### src/rtl/bht_sram_ctrl.sv
// Generic synchronous FIFO, head visible combinationally on dout_o, one-cycle push-to-visible latency.
// Push while full is legal only with a same-cycle pop; clr_i empties it and overrides push/pop.
module fifo_sync #(
  parameter int unsigned DW    = 8,
  parameter int unsigned DEPTH = 4
) (
  input  logic          clk_i,
  input  logic          rst_ni,
  input  logic          clr_i,
  input  logic          push_i,
  input  logic [DW-1:0] din_i,
  input  logic          pop_i,
  output logic [DW-1:0] dout_o,
  output logic          empty_o,
  output logic          full_o
);
  localparam int unsigned AW = $clog2(DEPTH);

  logic [DW-1:0] mem_q [DEPTH];
  logic [AW-1:0] wr_ptr_q, rd_ptr_q;
  logic [AW:0]   cnt_q;

  always_ff @(posedge clk_i) begin
    if (push_i && !clr_i) mem_q[wr_ptr_q] <= din_i;
  end

  always_ff @(posedge clk_i or negedge rst_ni) begin
    if (!rst_ni) begin
      wr_ptr_q <= '0;
      rd_ptr_q <= '0;
      cnt_q    <= '0;
    end else if (clr_i) begin
      wr_ptr_q <= '0;
      rd_ptr_q <= '0;
      cnt_q    <= '0;
    end else begin
      if (push_i) wr_ptr_q <= wr_ptr_q + AW'(1);
      if (pop_i)  rd_ptr_q <= rd_ptr_q + AW'(1);
      cnt_q <= cnt_q + (AW+1)'(push_i) - (AW+1)'(pop_i);
    end
  end

  assign dout_o  = mem_q[rd_ptr_q];
  assign empty_o = (cnt_q == '0);
  assign full_o  = (cnt_q == (AW+1)'(DEPTH));
endmodule

// Single-port BHT sequencer: lookups read in the grant cycle (pred one cycle later); updates are
// queued and read-modify-written (read, capture, write); a full queue drops updates with a pulse.
module bht_sram_ctrl #(
  parameter int unsigned NR_ROWS         = 512,
  parameter int unsigned INSTR_PER_FETCH = 2,
  parameter int unsigned FIFO_DEPTH      = 4,
  parameter int unsigned STARVE_LIMIT    = 8,
  parameter int unsigned ROW_W           = $clog2(NR_ROWS),
  parameter int unsigned COL_W           = (INSTR_PER_FETCH > 1) ? $clog2(INSTR_PER_FETCH) : 1
) (
  input  logic                           clk_i,
  input  logic                           rst_ni,
  input  logic                           flush_i,
  input  logic                           debug_mode_i,
  input  logic                           lookup_valid_i,
  input  logic [ROW_W-1:0]               lookup_row_i,
  output logic                           pred_valid_o,
  output logic [INSTR_PER_FETCH*3-1:0]   pred_o,
  input  logic                           upd_valid_i,
  input  logic [ROW_W-1:0]               upd_row_i,
  input  logic [COL_W-1:0]               upd_col_i,
  input  logic                           upd_taken_i,
  output logic                           upd_drop_o,
  output logic                           init_busy_o,
  output logic                           mem_req_o,
  output logic                           mem_we_o,
  output logic [ROW_W-1:0]               mem_addr_o,
  output logic [INSTR_PER_FETCH*3-1:0]   mem_wdata_o,
  input  logic [INSTR_PER_FETCH*3-1:0]   mem_rdata_i
);
  localparam int unsigned ROW_DW = INSTR_PER_FETCH * 3;
  localparam int unsigned SC_W   = $clog2(STARVE_LIMIT + 1);
  localparam logic [ROW_DW-1:0] INIT_ROW = {INSTR_PER_FETCH{3'b010}};

  typedef enum logic [1:0] {INIT, IDLE, RDATA, WRITE} state_e;
  typedef struct packed {
    logic [ROW_W-1:0] row;
    logic [COL_W-1:0] col;
    logic             taken;
  } upd_t;

  state_e            state_q, state_d;
  logic [ROW_W-1:0]  walk_q, walk_d;
  logic [SC_W-1:0]   starve_q, starve_d;
  upd_t              rmw_q, rmw_d, fifo_in, fifo_head;
  logic [ROW_DW-1:0] rmw_dat_q, rmw_dat_d, rmw_new;
  logic              pred_valid_q, pred_blank_q, drop_q;
  logic              fifo_empty, fifo_full, fifo_push, fifo_pop;
  logic              upd_req, pending, upd_wins, lookup_grant;
  logic              req, we;
  logic [ROW_W-1:0]  addr;
  logic [ROW_DW-1:0] wdata;
  logic [1:0]        ctr;

  assign upd_req      = upd_valid_i && !debug_mode_i && !flush_i;
  assign pending      = ((state_q == IDLE) && !fifo_empty) || (state_q == WRITE);
  assign upd_wins     = pending && (!lookup_valid_i || (starve_q == SC_W'(STARVE_LIMIT)));
  assign fifo_pop     = !flush_i && (state_q == IDLE) && upd_wins;
  assign fifo_push    = upd_req && (!fifo_full || fifo_pop);
  assign lookup_grant = lookup_valid_i && !flush_i && (state_q != INIT) && !upd_wins;
  assign fifo_in      = {upd_row_i, upd_col_i, upd_taken_i};

  fifo_sync #(.DW($bits(upd_t)), .DEPTH(FIFO_DEPTH)) u_upd_fifo (
    .clk_i   (clk_i),
    .rst_ni  (rst_ni),
    .clr_i   (flush_i),
    .push_i  (fifo_push),
    .din_i   (fifo_in),
    .pop_i   (fifo_pop),
    .dout_o  (fifo_head),
    .empty_o (fifo_empty),
    .full_o  (fifo_full)
  );

  // Saturating counter step applied to the captured row, entry rmw_q.col only.
  always_comb begin
    rmw_new = mem_rdata_i;
    ctr     = '0;
    for (int i = 0; i < INSTR_PER_FETCH; i++) begin
      if (COL_W'(i) == rmw_q.col) begin
        ctr = mem_rdata_i[3*i +: 2];
        if (rmw_q.taken) ctr = (ctr == 2'b11) ? ctr : ctr + 2'd1;
        else             ctr = (ctr == 2'b00) ? ctr : ctr - 2'd1;
        rmw_new[3*i +: 3] = {1'b1, ctr};
      end
    end
  end

  always_comb begin
    state_d   = state_q;
    walk_d    = walk_q;
    rmw_d     = rmw_q;
    rmw_dat_d = rmw_dat_q;
    starve_d  = (pending && !upd_wins) ? starve_q + SC_W'(1) : '0;
    req       = 1'b0;
    we        = 1'b0;
    addr      = lookup_row_i;
    wdata     = '0;
    if (flush_i) begin
      state_d  = INIT;
      walk_d   = '0;
      starve_d = '0;
    end else begin
      case (state_q)
        INIT: begin
          req    = 1'b1;
          we     = 1'b1;
          addr   = walk_q;
          wdata  = INIT_ROW;
          walk_d = walk_q + ROW_W'(1);
          if (walk_q == ROW_W'(NR_ROWS - 1)) state_d = IDLE;
        end
        IDLE: begin
          if (upd_wins) begin
            req     = 1'b1;
            addr    = fifo_head.row;
            rmw_d   = fifo_head;
            state_d = RDATA;
          end
        end
        RDATA: begin
          rmw_dat_d = rmw_new;
          state_d   = WRITE;
        end
        WRITE: begin
          if (upd_wins) begin
            req     = 1'b1;
            we      = 1'b1;
            addr    = rmw_q.row;
            wdata   = rmw_dat_q;
            state_d = IDLE;
          end
        end
        default: state_d = INIT;
      endcase
      if (lookup_grant) begin
        req  = 1'b1;
        addr = lookup_row_i;
      end
    end
  end

  always_ff @(posedge clk_i or negedge rst_ni) begin
    if (!rst_ni) begin
      state_q      <= INIT;
      walk_q       <= '0;
      starve_q     <= '0;
      rmw_q        <= '0;
      rmw_dat_q    <= '0;
      pred_valid_q <= 1'b0;
      pred_blank_q <= 1'b0;
      drop_q       <= 1'b0;
    end else begin
      state_q      <= state_d;
      walk_q       <= walk_d;
      starve_q     <= starve_d;
      rmw_q        <= rmw_d;
      rmw_dat_q    <= rmw_dat_d;
      pred_valid_q <= lookup_valid_i;
      pred_blank_q <= !lookup_grant;
      drop_q       <= upd_req && fifo_full && !fifo_pop;
    end
  end

  // The reset state is INIT, so the walk write is held off until reset is released.
  assign mem_req_o    = req && rst_ni;
  assign mem_we_o     = we && rst_ni;
  assign mem_addr_o   = addr;
  assign mem_wdata_o  = rst_ni ? wdata : '0;
  assign pred_valid_o = pred_valid_q;
  assign pred_o       = (pred_valid_q && !pred_blank_q) ? mem_rdata_i : '0;
  assign upd_drop_o   = drop_q;
  assign init_busy_o  = (state_q == INIT);
endmodule

### config.mk
export PLATFORM = sky130hd
export DESIGN_NAME = bht_sram_ctrl
export DESIGN_NICKNAME = d
export VERILOG_FILES = /design/src/rtl/bht_sram_ctrl.sv
export SDC_FILE = /design/constraint.sdc
export NUM_CORES = 1
export LEC_CHECK = 0
export ABC_CLOCK_PERIOD_IN_PS = 5100
export BUFFER_PORTS_ARGS = -buffer_cell sky130_fd_sc_hd__buf_4
export CAP_MARGIN = 5
export CORE_AREA = 2 2 90 83
export DETAILED_ROUTE_END_ITERATION = 6
export DIE_AREA = 0 0 92 85
export GPL_TIMING_DRIVEN = 1
export PLACE_DENSITY = 0.83
export SYNTH_ARGS = -nofsm -noshare
export SYNTH_HDL_FRONTEND = slang
export SYNTH_SLANG_ARGS = --single-unit
### constraint.sdc
create_clock -name clk_i -period 5.1 [get_ports clk_i]
set_clock_uncertainty 0.05 [all_clocks]
set_input_delay 0.255 -clock clk_i [delete_from_list [all_inputs] [get_ports clk_i]]
set_output_delay 0.255 -clock clk_i [all_outputs]
set_load 0.005 [all_outputs]
* After elaboration in Yosys (flattened, before gate mapping)
Memory sizes are Yosys's and may differ from the RTL's.
Cells that the tools add are included.
** Word-level totals
- Bits in registers :: 42
- Memory bits (writable) :: 44
- Input port bits :: 32
- Output and inout port bits :: 26
- Logic and storage cells :: 117
- Memories kept :: 1
** Operators by class
- Add/sub/neg operators :: 10
- Eq/ne operators :: 11
- Multiplexer cells :: 40
- Bitwise logic cells :: 1
- Reductions and logical operators :: 41
** Memories
- u_upd_fifo.mem_q :: words 4, bits a word 11, rd ports 1, clocked after memory_dff 0, wr ports 1, RTL line 19 : logic [DW-1:0] mem_q [DEPTH];
** Operators with widths (count)
- $mux 9 :: 6
- $mux 2 :: 14
- $pmux 9 s3 :: 1
- $mux 6 :: 4
- $logic_and 1x1->1 :: 17
- $pmux 6 s2 :: 1
- $add 9x1->9 const B :: 1
- $eq 9x9->1 const B :: 1
- $logic_not 1->1 :: 9
- $mux 3 :: 3
- $add 2x1->2 const B :: 4
- $eq 2x2->1 const B :: 4
- $mux 4 :: 2
- $pmux 2 s4 :: 1
- $reduce_bool 2->1 :: 4
- $logic_not 2->1 :: 3
- $mux 1 :: 6
- $ne 3x3->1 const B :: 2
- $reduce_and 3->1 :: 2
- $add 4x1->4 const B :: 1
- $eq 4x4->1 const B :: 1
- $pmux 1 s2 :: 2
- $sub 2x1->2 const B :: 2
- $add 3x1->3 :: 1
- 9 further kinds :: 11

* Depth between registers and ports, before layout
- Depth after elaboration :: 11
- Gate-level depth with buffers :: 12
- Gate-level depth less buffers :: 11

* Hierarchy
Synthesis repeated with hierarchy kept, for this count alone.
** Unflattened totals
- Cell total of the unflattened synthesis :: 348
- Area, all modules :: 4403.0 µm²
** Modules (own cells, without submodules)
- bht_sram_ctrl :: times used 1, cells an instance 251, area an instance 2352.3 µm²
- fifo_sync :: times used 1, cells an instance 97, area an instance 2050.7 µm²

* Worst setup path before layout
OpenSTA, ideal clock, no wires.
- Path kind :: register to register
- Start point :: register state_q[1]
- End point :: register u_upd_fifo.cnt_q[2]
- Library setup time :: 132 ps
- Arrival :: 2280 ps
- Data required time :: 4918 ps
- Slack :: 2638 ps
- Cell stages (with the launch flop) :: 12
- Period minus slack after synthesis :: 2462 ps
- Cells stage by stage :: dfrtp_1 -> ha_1 -> o41ai_2 -> a21oi_1 -> nor2b_4 -> buf_6 -> xor2_1 -> ha_1 -> inv_1 -> fa_1 -> xnor2_1 -> nor2_1
** On the way
- Cells in the longest elaborated chain, start to end :: 10
- Elaborated cells on any way between the ends :: 12
- Classes of those cells :: 2 x add/sub; 2 x eq/ne; 1 x mux; 7 x reduce/logical
** Ends and longest elaborated chain
- start, declared :: RTL line 89 : state_e state_q, state_d;
- start signal, assigned :: RTL line 201 : state_q <= state_d;
- $eq 2x1->1 :: RTL line 103, 105
- $logic_and 1x1->1 :: RTL line 103 : assign pending = ((state_q == IDLE) && !fifo_empty) || (state_q == WRITE);
- $logic_or 1x1->1 :: RTL line 103
- $logic_and 1x1->1 :: RTL line 104 : assign upd_wins = pending && (!lookup_valid_i || (starve_q == SC_W'(STARVE_LIMIT)));
- $logic_and 1x1->1 * :: RTL line 105 : assign fifo_pop = !flush_i && (state_q == IDLE) && upd_wins;
- $logic_or 1x1->1 :: RTL line 106 : assign fifo_push = upd_req && (!fifo_full || fifo_pop);
- $logic_and 1x1->1 :: RTL line 106
- $add 3x1->3 :: RTL line 39 : cnt_q <= cnt_q + (AW+1)'(push_i) - (AW+1)'(pop_i);
- $sub 3x1->3 * :: RTL line 39
- $mux 3 * :: RTL line 32 : end else if (clr_i) begin
- end signal, assigned :: RTL line 39
- end, declared :: RTL line 21 : logic [AW:0] cnt_q;
Every way passes the cells marked *; elsewhere a longest branch is shown, timed or not.
A chain may end at the register's enable or synchronous reset.

* Worst setup path after layout
Same ends and word-level chain as after synthesis.

==> summary.md <==
| Metric | Value |
|---|---|
| Post-Synthesis Net Count | around 350 |
| Number of detailed-routing iterations run before antenna repair | 5 |
| Final period util | 0.656 |
| H-tree levels | 3 |
| Core Area | ~0.007 mm^2 |
| Leading cell type in the layout, fill and taps excluded | buf_4 |
| Worst slack on hold paths | roughly 0.04 ns |
| Routed via count | between 2,000 and 3,000 |
| Switching component of the power | about 0.48 mW |
| Arrival time reported for the critical path endpoint | between 3 and 4 ns |
| Final Hold Viols | 0 |
| Final core occ | 0.704 |
| GRT Residual Overflow | 0 |
| Crit path launch type | flip-flop |
| Switching Share | 0.275 |
| Final WL | around 7600 um |
| Clock buffer count from CTS | 9 |
| Transition time at the pin with the least slew margin | 0.869 ns |
| Most frequent cells in the layout | buf_4, edfxtp_1, dfrtp_1, nor2_1, ha_1 |
| Largest driver fanout on the critical path | 13 |
| Worst Setup End Kind | flip-flop |
| Hold depth | 1 |
| Top sig layer | met4 |
| Initial antenna violation count | 0 |
| Layout cell share with drive strength beyond 1 | 0.271 |
| Category of the most critical setup path | reg -> reg |
| Number of synthesized register bits | 86 |
| Setup repair after global routing missed its margin | false |
| CTS sink count | 86 |
| Async SR Flop Fraction | 0.488 |
| Number of buffers inserted for hold repair after clock tree synthesis | 1 |
| Die Y | approximately 85 um |
| Areal power density over the cells | about 360 mW/mm^2 |
| Final period demand of the worst path | 3.35 ns |
| Outcome | finished clean |
| Post-detailed-route wirelength per cell | roughly 17 um |
| Number of unique standard cell types used by synthesis | 50 |
| Portion of total power attributed to sequential cells | 0.495 |
| Violation count after the first detailed-routing iteration | between 200 and 250 |
| Layout-stage area growth over the synthesis result | 17.1% |
| Number of placed cells counting well taps | between 400 and 500 |
| Finish-stage setup viols | 0 |
| Number of enable-type register cells in the synthesized netlist | 44 |
| Portion of total power attributed to combinational logic | 0.201 |
| Detailed-route wire length on metal 1 | around 3200 um |
| Largest voltage drop on the vdd net | 0.248 mV |
| Static leakage | 1.99 nW |
| Initial core utilization | 0.601 |
| Reg2reg start | state_q[1]$_DFFE_PN0P_ |
| Synthesized cell area | between 0.004 and 0.005 mm^2 |
| Via/cell ratio | about 5.7 |
| Proportion of synthesized chip area in sequential cells | 0.572 |
| Register-to-register path setup slack | about 1.8 ns |
| Count of synthesis-stage warnings from yosys | 0 |
| Number of instances in the synthesized netlist | approximately 300 |
| Number of cells in the finished layout apart from fillers | ~460 |
| P_int | 1.27 mW |
| Sink of the worst hold path | u_upd_fifo.mem_q[0][6]$_DFFE_PP_ |
| Chip Width | about 92 um |
| Setup repair bufs after CTS | 0 |
| Total routing resource utilization after global routing | 0.214 |
| Worst Hold Class | in -> reg |
| Antenna diode count | 0 |
| Clock Root Buffer | clkbuf_8 |
| Peak clock frequency supported by timing | 0.299 GHz |
| Post-detail-place hpwl | about 5400 um |
| CTS clk-pin slew, worst paths | about 0.090 ns |
| Overall die area | ~0.0078 mm^2 |
| Reg-to-Reg End | u_upd_fifo.cnt_q[2]$_DFF_PN0_ |
| Max-cap violations | 0 |
| Count of nets left with antenna violations after detail routing | 0 |
| Slew HR | 0.421 |
| Cells resized by post-CTS repair | 0 |
| Number of design rule violations left after detail routing | 0 |
| FF-to-FF path depth | 11 |
| Worst EP required | approximately 5.3 ns |
| Nets@finish | between 400 and 500 |
| Final weighted congestion of routability-driven global placement | around 0.8 |
| Met3 wire length | approximately 380 um |
| Buffers from clock root to sink, at most | 2 |
| Global-route wire length before repair | about 13,000 um |
| Pin count of the biggest net entering global routing | 44 |
| Final Slew Violations | 0 |
| Via count of the first global-routing pass | 2,561 |
| Count of input and output buffers | 57 |
| Setup total negative slack | 0 ns |
| Worst-skew pair later-pin latency | around 0.36 ns |
| Post-synthesis area per instance | between 10 and 15 um^2 |
| TritonCTS clock tree | built |
| Number of rows created at floorplan | 29 |
| Proportion of power drawn by the clock network | 0.303 |
| HP Start | upd_row_i[4] |
| Primary flip-flop cell chosen by synthesis mapping | edfxtp_1 |
| Met2 routed WL | 3850 um |
| I/O pin count | 58 |
-- power by group through the flow --
stage	Sequential, mW	Combinational (mW)	Clock [mW]
global placement	0.875	0.343	0
global route	0.875	0.393	0.574
floorplan	0.854	0.245	0
detailed placement	0.880	0.353	0
finish	0.866	0.352	0.531
CTS	0.865	0.355	0.545
-- cell families (layout without fill, tap and decap cells) --
family                   Yosys count  after routing  share of synthesized area
flip-flops                        86             86                      0.572
multiplexers                      29             29                      0.120
buffers and inverters             23             84                     0.0257
XOR/XNOR                          13             13                     0.0275
adder cells (fa/ha/maj)           15             15                     0.0471
AND/OR/NAND/NOR                   87             87                      0.114
AO/OA/AOI/OAI                     48             48                     0.0933
-- metrics by stage --
| stage | instance area (um^2) | setup slack (ns) | total power, mW |
|---|---|---|---|
| finish | 4850 | 1.75 | 1.75 |
| global route | 4850 | 1.59 | 1.84 |
| CTS | 4850 | 1.79 | 1.77 |
| detailed placement | 4620 | 1.81 | 1.23 |
| global placement | 4620 | 1.97 | 1.22 |
| floorplan | 4140 | 2.64 | 1.10 |
-- flip-flops by register name (all words and copies together), names as in the netlist --
register,flops
u_upd_fifo.rd_ptr_q,2
starve_q,4
u_upd_fifo.mem_q,44
rmw_q,11
rmw_dat_q,6
u_upd_fifo.cnt_q,3
state_q,2
pred_valid_o,1
upd_drop_o,1
pred_blank_q,1
u_upd_fifo.wr_ptr_q,2
walk_q,9
-- routing by layer --
layer | vias to the layer above | global-route usage
li1 | 1237 | -
met1 | 1266 | 0.279
met2 | 70 | 0.350
met3 | 13 | 0.0426
met4 | 0 | 0.102
met5 | - | 0
-- cells in the mapped netlist, types with 2 or more instances --
library cell   n  area, um^2
a21oi_1       10        50.1
a222oi_1       9        90.1
and2_1        10        62.6
and3_1         4        25.0
buf_2          4        20.0
buf_6          2        22.5
clkbuf_1       7        26.3
dfrtp_1       42        1050
edfxtp_1      44        1320
ha_1          14         175
inv_1         10        37.5
mux2_2         4        45.0
mux2_4         8         120
mux2i_1        5        50.1
mux4_1         6         158
mux4_2         5         113
nand2_1       13        48.8
nand2b_1       6        37.5
nand3_1        4        20.0
nand4_1        3        18.8
nor2_1        28         105
nor2b_1        7        43.8
nor3_1         4        20.0
o21ai_0        6        30.0
o2bb2ai_1      9        78.8
o31ai_1        2        15.0
xnor2_1        7        61.3
xor2_1         6        52.6
-- worst max-delay path by stage --
stage / startpoint / to / slack [ns] / cells after the start
global route: state_q[1]$_DFFE_PN0P_ / u_upd_fifo.cnt_q[2]$_DFF_PN0_ / 1.59 / 11
finish: state_q[1]$_DFFE_PN0P_ / u_upd_fifo.cnt_q[2]$_DFF_PN0_ / 1.75 / 11
floorplan: state_q[1]$_DFFE_PN0P_ / u_upd_fifo.cnt_q[2]$_DFF_PN0_ / 2.64 / 11
detailed placement: state_q[1]$_DFFE_PN0P_ / u_upd_fifo.cnt_q[2]$_DFF_PN0_ / 1.81 / 11
global placement: state_q[1]$_DFFE_PN0P_ / u_upd_fifo.cnt_q[2]$_DFF_PN0_ / 1.97 / 11
CTS: state_q[1]$_DFFE_PN0P_ / u_upd_fifo.cnt_q[2]$_DFF_PN0_ / 1.79 / 11
-- final cells by class --
type	count	area, um^2
Clock buffer	9	124
Clock inverter	7	101
Fill cell	478	2040
Inverter	10	37.5
Multi-Input combinational cell	192	1670
Sequential cell	86	2370
Tap cell	93	116
Timing Repair Buffer	58	438
-- worst max-delay path: stages, from the launching register on --
cell     delay [ns]
dfrtp_1        0.44
inv_1          0.13
ha_1           0.24
o41ai_2        0.11
a21oi_1        0.68
nor2b_4        0.56
xor2_1         0.20
ha_1           0.17
inv_1          0.05
fa_1           0.37
xnor2_1        0.17
nor2_1         0.05
(Power assumes the default switching activity.)
